### config.mk
export PLATFORM = sky130hd
export DESIGN_NAME = multi_debouncer
export DESIGN_NICKNAME = d
export VERILOG_FILES = /design/src/rtl/multi_debouncer.sv
export SDC_FILE = /design/constraint.sdc
export NUM_CORES = 1
export LEC_CHECK = 0
export ABC_AREA = 0
export CORE_MARGIN = 4
export CORE_UTILIZATION = 60
export DETAILED_ROUTE_END_ITERATION = 8
export PLACE_DENSITY = 0.78
export SYNTH_ARGS = -nofsm -noshare
export SYNTH_HDL_FRONTEND = slang
export SYNTH_SLANG_ARGS = --single-unit
### constraint.sdc
create_clock -name clk -period 7.6 [get_ports clk]
set_clock_uncertainty 0.2 [all_clocks]
set_input_delay 1.52 -clock clk [delete_from_list [all_inputs] [get_ports clk]]
set_output_delay 1.52 -clock clk [all_outputs]
set_load 0.01 [all_outputs]
### src/rtl/multi_debouncer.sv
// -----------------------------------------------------------------------------
// multi_debouncer
//
// Multi-channel push-button / switch debouncer. Every channel owns a two-flop
// synchroniser, a saturating up/down hysteresis counter, a registered stable
// level, one-cycle rise/fall pulses and an auto-repeat pulse generator that
// fires while the debounced level stays high.
//
// Parameters
//   CHANNELS       number of independent channels
//   COUNTER_BITS   hysteresis counter width (MAX = 2^COUNTER_BITS - 1, >= 2)
//   REPEAT_BITS    width of each channel's auto-repeat timer
//   REPEAT_DELAY   cycles from rise to the first repeat pulse (>= 2)
//   REPEAT_PERIOD  cycles between later repeat pulses (>= 2)
//
// Ports
//   clk             system clock, rising edge
//   reset           asynchronous, active-high reset
//   repeat_en       global auto-repeat enable (level)
//   input_unstable  raw asynchronous inputs, one bit per channel
//   output_stable   debounced level per channel
//   rise_pulse      one-cycle pulse on a debounced 0->1 transition
//   fall_pulse      one-cycle pulse on a debounced 1->0 transition
//   repeat_pulse    one-cycle auto-repeat pulses while the level is held
// -----------------------------------------------------------------------------
module multi_debouncer #(
    parameter int unsigned CHANNELS      = 4,
    parameter int unsigned COUNTER_BITS  = 7,
    parameter int unsigned REPEAT_BITS   = 24,
    parameter int unsigned REPEAT_DELAY  = 5000000,
    parameter int unsigned REPEAT_PERIOD = 1000000
) (
    input  logic                clk,
    input  logic                reset,
    input  logic                repeat_en,
    input  logic [CHANNELS-1:0] input_unstable,
    output logic [CHANNELS-1:0] output_stable,
    output logic [CHANNELS-1:0] rise_pulse,
    output logic [CHANNELS-1:0] fall_pulse,
    output logic [CHANNELS-1:0] repeat_pulse
);

    // Counter landmarks: the level flips on the edge that moves the counter
    // onto one of its rails, so the comparisons are against MAX-1 and 1.
    localparam logic [COUNTER_BITS-1:0] CNT_MAX      = {COUNTER_BITS{1'b1}};
    localparam logic [COUNTER_BITS-1:0] CNT_ONE      = COUNTER_BITS'(1);
    localparam logic [COUNTER_BITS-1:0] CNT_NEAR_MAX = CNT_MAX - CNT_ONE;

    // Terminal timer values; the timer counts 0..N-1 so a pulse lands N
    // edges after the timer was cleared.
    localparam logic [REPEAT_BITS-1:0] TMR_ONE     = REPEAT_BITS'(1);
    localparam logic [REPEAT_BITS-1:0] DELAY_LAST  = REPEAT_BITS'(REPEAT_DELAY - 1);
    localparam logic [REPEAT_BITS-1:0] PERIOD_LAST = REPEAT_BITS'(REPEAT_PERIOD - 1);

    typedef enum logic [1:0] {
        ST_IDLE   = 2'd0,
        ST_WAIT   = 2'd1,
        ST_REPEAT = 2'd2
    } rpt_state_e;

    // -------------------------------------------------------------------------
    // Two-flop synchroniser for all channels; only sync2_q feeds the logic.
    // -------------------------------------------------------------------------
    logic [CHANNELS-1:0] sync1_q;
    logic [CHANNELS-1:0] sync2_q;

    always_ff @(posedge clk or posedge reset) begin : sync_reg
        if (reset) begin
            sync1_q <= '0;
            sync2_q <= '0;
        end else begin
            sync1_q <= input_unstable;
            sync2_q <= sync1_q;
        end
    end

    // -------------------------------------------------------------------------
    // Per-channel debounce and auto-repeat
    // -------------------------------------------------------------------------
    for (genvar ch = 0; ch < CHANNELS; ch++) begin : g_chan

        logic [COUNTER_BITS-1:0] cnt_q;
        logic [COUNTER_BITS-1:0] cnt_d;
        logic                    stable_q;
        logic                    stable_d;
        logic                    rise_q;
        logic                    rise_d;
        logic                    fall_q;
        logic                    fall_d;
        logic                    set_c;
        logic                    clr_c;

        rpt_state_e              state_q;
        rpt_state_e              state_d;
        logic [REPEAT_BITS-1:0]  timer_q;
        logic [REPEAT_BITS-1:0]  timer_d;
        logic                    rpt_q;
        logic                    rpt_d;

        // Saturating counter: climbs while the synchronised input is high,
        // falls while it is low, never wraps.
        always_comb begin : cnt_next
            cnt_d = cnt_q;
            if (sync2_q[ch] && (cnt_q != CNT_MAX)) begin
                cnt_d = cnt_q + CNT_ONE;
            end else if (!sync2_q[ch] && (cnt_q != '0)) begin
                cnt_d = cnt_q - CNT_ONE;
            end
        end

        // Level events: only the step onto a rail can change the level,
        // which is what gives the hysteresis between 0 and MAX.
        assign set_c = sync2_q[ch] && (cnt_q == CNT_NEAR_MAX) && !stable_q;
        assign clr_c = !sync2_q[ch] && (cnt_q == CNT_ONE) && stable_q;

        // Level and edge-pulse next values.
        always_comb begin : level_next
            stable_d = stable_q;
            rise_d   = set_c;
            fall_d   = clr_c;
            if (set_c) begin
                stable_d = 1'b1;
            end else if (clr_c) begin
                stable_d = 1'b0;
            end
        end

        // Counter, level and edge-pulse registers.
        always_ff @(posedge clk or posedge reset) begin : level_reg
            if (reset) begin
                cnt_q    <= '0;
                stable_q <= 1'b0;
                rise_q   <= 1'b0;
                fall_q   <= 1'b0;
            end else begin
                cnt_q    <= cnt_d;
                stable_q <= stable_d;
                rise_q   <= rise_d;
                fall_q   <= fall_d;
            end
        end

        // Repeat FSM state register (timer and registered pulse ride along).
        always_ff @(posedge clk or posedge reset) begin : rpt_state_reg
            if (reset) begin
                state_q <= ST_IDLE;
                timer_q <= '0;
                rpt_q   <= 1'b0;
            end else begin
                state_q <= state_d;
                timer_q <= timer_d;
                rpt_q   <= rpt_d;
            end
        end

        // Repeat FSM next state. A fall always wins; a disabled repeat parks
        // the FSM in WAIT with a cleared timer so re-enabling restarts the
        // full initial delay.
        always_comb begin : rpt_next
            state_d = state_q;
            timer_d = timer_q;
            unique case (state_q)
                ST_IDLE: begin
                    if (set_c) begin
                        state_d = ST_WAIT;
                        timer_d = '0;
                    end
                end
                ST_WAIT: begin
                    if (clr_c) begin
                        state_d = ST_IDLE;
                        timer_d = '0;
                    end else if (!repeat_en) begin
                        state_d = ST_WAIT;
                        timer_d = '0;
                    end else if (timer_q == DELAY_LAST) begin
                        state_d = ST_REPEAT;
                        timer_d = '0;
                    end else begin
                        timer_d = timer_q + TMR_ONE;
                    end
                end
                ST_REPEAT: begin
                    if (clr_c) begin
                        state_d = ST_IDLE;
                        timer_d = '0;
                    end else if (!repeat_en) begin
                        state_d = ST_WAIT;
                        timer_d = '0;
                    end else if (timer_q == PERIOD_LAST) begin
                        timer_d = '0;
                    end else begin
                        timer_d = timer_q + TMR_ONE;
                    end
                end
                default: begin
                    state_d = ST_IDLE;
                    timer_d = '0;
                end
            endcase
        end

        // Repeat FSM output: pulse when the running timer expires, unless
        // repeat is disabled or a fall lands on the same edge.
        always_comb begin : rpt_out
            rpt_d = 1'b0;
            if (repeat_en && !clr_c) begin
                if ((state_q == ST_WAIT) && (timer_q == DELAY_LAST)) begin
                    rpt_d = 1'b1;
                end else if ((state_q == ST_REPEAT) && (timer_q == PERIOD_LAST)) begin
                    rpt_d = 1'b1;
                end
            end
        end

        assign output_stable[ch] = stable_q;
        assign rise_pulse[ch]    = rise_q;
        assign fall_pulse[ch]    = fall_q;
        assign repeat_pulse[ch]  = rpt_q;

    end : g_chan

endmodule : multi_debouncer

---- Word-level counts from Yosys, hierarchy flattened ----
Index checks and enable logic that the tools add are counted.
storage, ports and cells
  output and inout bits ................... 16
  word-level logic and storage cells ...... 235
  register bits after elaboration ......... 156
cells by class
  mux-type cells .......................... 85
  reductions and logical operators ........ 68
  equal/unequal tests ..................... 40
  add/subtract/negate cells ............... 12
operators by type and width
  kind                     number
  $mux W24                 28
  $pmux W24 S3             4
  $add A24 B1 Y24 const B  4
  $eq A24 B20 Y1 const B   4
  $eq A24 B23 Y1 const B   4
  $mux W7                  8
  $mux W2                  21
  $logic_and A1 B1 Y1      36
  $add A7 B1 Y7 const B    4
  $eq A7 B1 Y1 const B     4
  $eq A7 B7 Y1 const B     4
  $ne A7 B7 Y1 const B     4
  $reduce_bool A7 Y1       4
  $sub A7 B1 Y7 const B    4
  $pmux W2 S3              4
  $mux W1                  20
  $reduce_bool A2 Y1       8
  $logic_not A1 Y1         12
  $ne A3 B3 Y1 const B     4
  $ne A4 B4 Y1 const B     3
  $reduce_and A3 Y1        4
  $eq A2 B1 Y1 const B     4
  $eq A2 B2 Y1 const B     4
  $logic_not A2 Y1         4
  other kinds (2)          5

---- Depth between registers and ports, before layout ----
Gate-level depths: netlist of run 1.
  depth after elaboration ................. 6
  gate-level depth with buffers ........... 10

---- Worst setup path after synthesis of run 1 ----
OpenSTA, ideal clock, no wires.
  kind .................................... input to register
  from .................................... in repeat_en
  to ...................................... reg g_chan[2].timer_q[11]
  required time ........................... 7284 ps
  library setup time ...................... 116 ps
  arrival ................................. 2959 ps
  stages on the path ...................... 8
  slack ................................... 4325 ps
  cells stage by stage .................... buf_2 > nand2_1 > a31o_2 > a21oi_1 > o21a_1 > clkbuf_1 > nand2_1 > o311ai_0
between the ends
  longest elaborated chain between the ends .. 3
  elaborated cells between the ends (all ways) .. 5
RTL lines
  element                             RTL line  text
  start, declared                     35        input logic repeat_en,
  $mux W24, on equally long branches  187, 173
  $mux W24, on equally long branches  184, 170
  $pmux W24 S3 *                      162       unique case (state_q)
  end signal, assigned                151       timer_q <= timer_d;
  end, declared                       95        logic [REPEAT_BITS-1:0] timer_q;
Every way passes the cells marked *; elsewhere a longest branch is shown, timed or not.
A chain may end at the register's enable or synchronous reset.

---- Final worst setup path of run 1 ----
  from .................................... in repeat_en
  to ...................................... reg g_chan[0].timer_q[6]
between the ends
  longest elaborated chain between the ends .. 3
  elaborated cells between the ends (all ways) .. 5
RTL lines
  element                             RTL line
  $mux W24, on equally long branches  187, 173
  $mux W24, on equally long branches  184, 170
  $pmux W24 S3 *                      162
  end signal, assigned                151
  end, declared                       95
Marks and branches as above.

==> impl_metrics.json, run 1 <==
{
  "pin_count": 23,
  "syn_inst": 973,
  "drc": 0,
  "min_to": "sync2_q[1]$_DFF_PP0_",
  "cts_tree": "done",
  "postCtsHoldBufs": 0,
  "r2r-start": "g_chan[2].cnt_q[0]$_DFFE_PP0P_",
  "total_power_mw": 2.81,
  "via_per_inst": 6.02,
  "cts_buffers": 17,
  "worstPathArrival_ps": 3940,
  "cp-end-kind": "register",
  "synth_ff_type": "dfrtp_1",
  "cts_setup_buffers": 0,
  "avgRoutedWirePerCell_um": 15.2,
  "hold_viol_final": 0,
  "port_buffers": 22,
  "cp_max_fo": 19,
  "min_period_over_period": 0.499,
  "wirelength_um": 17800,
  "syn_area_um2": 8950,
  "yosysUniqueCellTypes": 68,
  "drtIter0Drc": 409,
  "dieArea_um2": 16900,
  "status": "finished, final reports clean",
  "synthesis.nets": 1020,
  "rsz0062_at_grt": "false",
  "postPlaceCellArea_um2": 9140,
  "final_common_cell": "dfrtp_1",
  "cts_resized": 0,
  "cp.required_ps": 7740,
  "final_area_um2": 9730,
  "final_cell_mix": "dfrtp_1, nor2_1, nand2_1, nand3_1",
  "p_leak_nw": 4.20,
  "fill_cells": 1176,
  "antenna_found_initial": 0,
  "irDropWorstVdd_v": 0.000202,
  "dpl.hpwl_um": 12100,
  "hp-class": "reg2reg",
  "antenna_cells": 0,
  "worst_setup_path_start_kind": "input pin",
  "die_w_um": 130,
  "clk_path_buf_depth": 2,
  "insertion_delay_ps": 430,
  "min_period_ps": 3790,
  "dr.pass1.iters": 5,
  "die-height_um": 130,
  "syn_avg_cell_area_um2": 9.20,
  "ys_seq_elements": 156,
  "reg2reg_depth": 8,
  "clock-sinks": 156,
  "layout-drive-gt1-share": 0.0609,
  "clk_pin_slew_ps": 70,
  "hold_path_depth": 0,
  "ctsRootBufferMaster": "clkbuf_16",
  "maxCapViolations": 0,
  "slew_violations": 0,
  "r2r_end": "g_chan[2].timer_q[23]$_DFFE_PP0P_",
  "syn_to_final_growth_pct": 8.71,
  "gp_congestion": 0.849,
  "relSlewSlack": 0.222,
  "core_area_um2": 14600,
  "synth_edf_count": 0,
  "setup_violations": 0,
  "htreeDepth": 4,
  "grt_pass1_wl_um": 30800,
  "yosysWarnings": 0,
  "r2r_slack_ps": 4540,
  "yosysSeqAreaShare": 0.436,
  "tightest_slew_ps": 1160,
  "vias": 7043,
  "grt_pass1_vias": 6585,
  "final.setup.tns_ps": 0,
  "rows": 44,
  "gr-total-overflow": 0,
  "powerDensity_nw_per_um2": 289,
  "fmax_mhz": 264,
  "path_class": "in2reg",
  "start_util": 0.614,
  "antenna_left": 0,
  "hp-start": "sync1_q[1]$_DFF_PP0_",
  "fin_nets": 1019,
  "grt_use_total": 0.225,
  "grt_max_degree": 89,
  "async_flop_share": 1.00
}
## synthesized netlist by cell type (4+ instances only)
cell type / count / area [um2]
a21oi_1: 31 / 155
o311ai_0: 4 / 35.0
xnor2_1: 27 / 236
or3_1: 19 / 119
nand2_1: 89 / 334
nand4_1: 35 / 219
o31ai_1: 7 / 52.6
nand2b_1: 7 / 43.8
and2_1: 7 / 43.8
clkbuf_1: 13 / 48.8
nor2_1: 105 / 394
a21o_1: 13 / 97.6
a31oi_1: 13 / 81.3
nor2b_1: 9 / 56.3
nand3_1: 73 / 365
mux2_2: 4 / 45.0
buf_4: 18 / 135
ha_1: 40 / 500
and3_1: 13 / 81.3
dfrtp_1: 156 / 3900
xor2_1: 37 / 324
nor4b_1: 6 / 52.6
a22o_1: 18 / 158
o211ai_1: 7 / 52.6
nor3_1: 26 / 130
nor4_1: 14 / 87.6
buf_2: 7 / 35.0
o21a_1: 6 / 45.0
and4_1: 12 / 105
o21ai_0: 45 / 225
buf_6: 5 / 56.3
inv_1: 46 / 173
## routing by layer
| metal | vias to the layer above | GRT usage | wire length, um |
|---|---|---|---|
| met5 | - | 0 | 0 |
| met4 | 0 | 0.0825 | 311 |
| met3 | 24 | 0.0454 | 753 |
| met2 | 155 | 0.352 | 8380 |
| met1 | 3402 | 0.312 | 8370 |
| li1 | 3462 | - | - |
## cell families after synthesis
logic type	share of synthesized area
multiplexers	0.00839
AO/OA/AOI/OAI	0.133
AND/OR/NAND/NOR	0.253
adder cells (fa/ha/maj)	0.0559
buffers and inverters	0.0506
flip-flops	0.436
XOR/XNOR	0.0626
## worst max-delay path by stage
stage	startpoint	endpoint	slack [ps]	cells after the start
CTS	repeat_en	g_chan[0].timer_q[6]$_DFFE_PP0P_	3840	6
global placement	repeat_en	g_chan[0].timer_q[4]$_DFFE_PP0P_	3490	6
detailed placement	repeat_en	g_chan[0].timer_q[7]$_DFFE_PP0P_	3410	6
finish	repeat_en	g_chan[0].timer_q[6]$_DFFE_PP0P_	3810	6
global route	repeat_en	g_chan[0].timer_q[11]$_DFFE_PP0P_	3640	6
floorplan	reset	g_chan[0].cnt_q[0]$_DFFE_PP0P_	1670	1
## final cells by class
type,instances,area (um2),area share
timing repair buffer,24,235,0.0242
sequential,156,3900,0.401
multi-input combinational,727,4590,0.472
clock inverter,15,164,0.0168
inverter,46,178,0.0183
tap,184,230,0.0237
clock buffer,17,425,0.0437
## registers in the layout, indices dropped and copies added, names as in the netlist
name / flops
g_chan.rise_q: 4
g_chan.rpt_q: 4
g_chan.state_q: 8
g_chan.timer_q: 96
sync1_q: 4
g_chan.fall_q: 4
g_chan.cnt_q: 28
g_chan.stable_q: 4
sync2_q: 4
## critical path: stages
cell and delay (ps):
clkdlybuf4s50_1 800, o211ai_2 230, a2bb2oi_1 390, o21a_1 640, a21oi_1 170, o22ai_1 170
## metrics by stage
step	hold slack (ps)	utilization	setup slack, ps	instances
after detailed placement	135	0.627	3410	1137
after CTS	150	0.667	3840	1169
after global routing	160	0.667	3640	1169
after global placement	132	0.627	3490	1137
after floorplan	131	-	1670	973
final	149	0.667	3810	1169
## power breakdown
group | internal (mW) | total [mW] | switching, mW | leakage [nW]
clock | 0.489 | 0.848 | 0.359 | 0.285
sequential | 0.947 | 1.13 | 0.182 | 2.08
combinational | 0.320 | 0.831 | 0.511 | 1.83
total | 1.76 | 2.81 | 1.05 | 4.20
Note: power is estimated with default switching activity, not from simulation.
==> inputs of run 2 (changes only) <==
==> constraint.sdc (replaced) <==
create_clock -name clk -period 3.52 [get_ports clk]
set_clock_uncertainty 0.2 [all_clocks]
set_input_delay 0.704 -clock clk [delete_from_list [all_inputs] [get_ports clk]]
set_output_delay 0.704 -clock clk [all_outputs]
set_load 0.01 [all_outputs]
==> run 2 against run 1 <==
  * Sequential share of layout area shrank 0.65 points
  * Routed wire length shrank 1.9%
  * Power is 120% higher
  * Global-route usage fell by 0.37 points
  * Register-to-register slack worse by 4000 ps
  * Cell area is 1.6% higher
  * Critical endpoint is now g_chan[3].timer_q[14]$_DFFE_PP0P_
  * Highest routed layer unchanged
==> impl_metrics.json, run 2 (synthesis gave the netlist of run 1 again) <==
{
  "fmax_mhz": 336,
  "final_common_cell": "dfrtp_1",
  "whs_ps": 147,
  "cts_tree": "done",
  "postCtsHoldBufs": 0,
  "cp-end-kind": "register",
  "post-route-util": 0.678,
  "slew_violations": 0,
  "dieArea_um2": 16900,
  "hp-class": "reg2reg",
  "fill_cells": 1141,
  "status": "finished, final reports clean",
  "wirelength_um": 17500,
  "reg2reg_depth": 8,
  "dr.pass1.iters": 7,
  "fin_nets": 1029,
  "drtIter0Drc": 407,
  "rsz0062_at_grt": "false",
  "path_class": "reg2reg",
  "setup_violations": 0,
  "gp_congestion": 0.857,
  "crit_path_cell_trace": "inv_1 -> ha_1 -> or4bb_1 -> o211ai_1 -> a31oi_1 -> o21ai_2 -> and2_1 -> nor2_1",
  "p_switching_mw": 2.21,
  "antenna_found_initial": 0,
  "htreeDepth": 4,
  "total_power_mw": 6.22,
  "vias": 7009,
  "grt_pass1_wl_um": 30600,
  "grt_pass1_vias": 6634,
  "ctsRootBufferMaster": "clkbuf_16",
  "combPwrFrac": 0.299,
  "cts_buffers": 17,
  "pwr-share-clk": 0.310,
  "clk_pin_slew_ps": 60,
  "antenna_left": 0,
  "cts_setup_buffers": 0,
  "dpl_worst_slack_ps": 347,
  "final_cell_mix": "dfrtp_1, nor2_1, nand2_1, nand3_1",
  "layout-drive-gt1-share": 0.0693,
  "hold_path_depth": 0,
  "intPower_mw": 4.01,
  "maxCapViolations": 0,
  "p_leak_nw": 4.28,
  "grt_use_total": 0.221,
  "via_per_inst": 5.94,
  "drc": 0,
  "critPathMaxStageDelay_ps": 570,
  "irDropWorstVdd_v": 0.000434,
  "hold_viol_final": 0,
  "largest_reg_flops": 96,
  "multi_input_area_um2": 4590,
  "start_util": 0.614,
  "clk_path_buf_depth": 2,
  "slowest_stage": "or4bb_1",
  "switching_share": 0.355,
  "die_w_um": 130,
  "gr-total-overflow": 0,
  "cts_resized": 0,
  "final.setup.tns_ps": 0,
  "top_register": "g_chan.timer_q",
  "worstPathArrival_ps": 3060,
  "relSlewSlack": 0.468,
  "rows": 44,
  "reg.largest.list": "g_chan.timer_q (96), g_chan.cnt_q (28), g_chan.state_q (8)",
  "worst_setup_path_start_kind": "register",
  "tightest_slew_ps": 796,
  "regArea_um2": 3900,
  "setup_ws_ps": 547,
  "die-height_um": 130,
  "avgRoutedWirePerCell_um": 14.8,
  "powerDensity_nw_per_um2": 629,
  "cp.required_ps": 3600,
  "antenna_cells": 0,
  "insertion_delay_ps": 430,
  "clock-sinks": 156,
  "min_period_over_period": 0.844,
  "grt_max_degree": 34,
  "cp_max_fo": 15,
  "syn_to_final_growth_pct": 10.5,
  "min_period_ps": 2970,
  "core_area_um2": 14600,
  "port_buffers": 22,
  "dpl.hpwl_um": 12200,
  "pin_count": 23,
  "seq_power_share": 0.391
}
## run 2: cell types whose count changed in the layout (fill, tap and decap cells not counted), sizes merged
cell	previous run	this run
bufinv	2	4
clkbuf	17	20
clkinvlp	2	3
inv	51	45
buf	2	12
## run 2: cell type report
cell class,instances,area share
multi-input combinational,727,0.465
sequential,156,0.395
clock buffer,20,0.0462
timing repair buffer,34,0.0364
tap,184,0.0233
inverter,46,0.0178
clock inverter,12,0.0171
## run 2: power by group through the flow
| stage | Sequential [mW] | Clock, mW | Combinational, mW |
|---|---|---|---|
| after CTS | 2.43 | 1.97 | 1.87 |
| after global routing | 2.49 | 2.04 | 2.12 |
| final | 2.43 | 1.93 | 1.86 |
| after floorplan | 2.28 | 0 | 1.64 |
| after detailed placement | 2.45 | 0 | 1.87 |
| after global placement | 2.45 | 0 | 1.81 |
## run 2: worst max-delay path, delay by kind of cell, from the launching register on
family                     cells  cell delay, ps
buffers and inverters          1             120
DFF                            1             440
adders and majority gates      1             170
AOI/OAI and AO/OA              3             660
and+or+nand+nor                3            1230
## run 2: metal layers
| layer | vias up | global-route usage | share of wire |
|---|---|---|---|
| met5 | - | 0 | 0 |
| met2 | 123 | 0.357 | 0.48 |
| li1 | 3486 | - | - |
| met1 | 3372 | 0.297 | 0.47 |
| met4 | 0 | 0.0752 | 0.015 |
| met3 | 28 | 0.0487 | 0.040 |
## run 2: worst paths after layout
check	from	end	slack (ps)
worst max-delay path	g_chan[3].cnt_q[1]$_DFFE_PP0P_	g_chan[3].timer_q[14]$_DFFE_PP0P_	550
max in group asynchronous	reset	g_chan[1].timer_q[10]$_DFFE_PP0P_	1930
worst min-delay path	sync1_q[3]$_DFF_PP0_	sync2_q[3]$_DFF_PP0_	150
worst min register to register	sync1_q[3]$_DFF_PP0_	sync2_q[3]$_DFF_PP0_	150
worst max register to register	g_chan[3].cnt_q[1]$_DFFE_PP0P_	g_chan[3].timer_q[14]$_DFFE_PP0P_	550
min in group asynchronous	reset	g_chan[0].timer_q[11]$_DFFE_PP0P_	590
## run 2: metrics by stage
step / cells / cell area, um2
after CTS: 1179 / 9890
after global routing: 1179 / 9890
after floorplan: 973 / 8950
final: 1179 / 9890
after detailed placement: 1147 / 9270
after global placement: 1147 / 9270
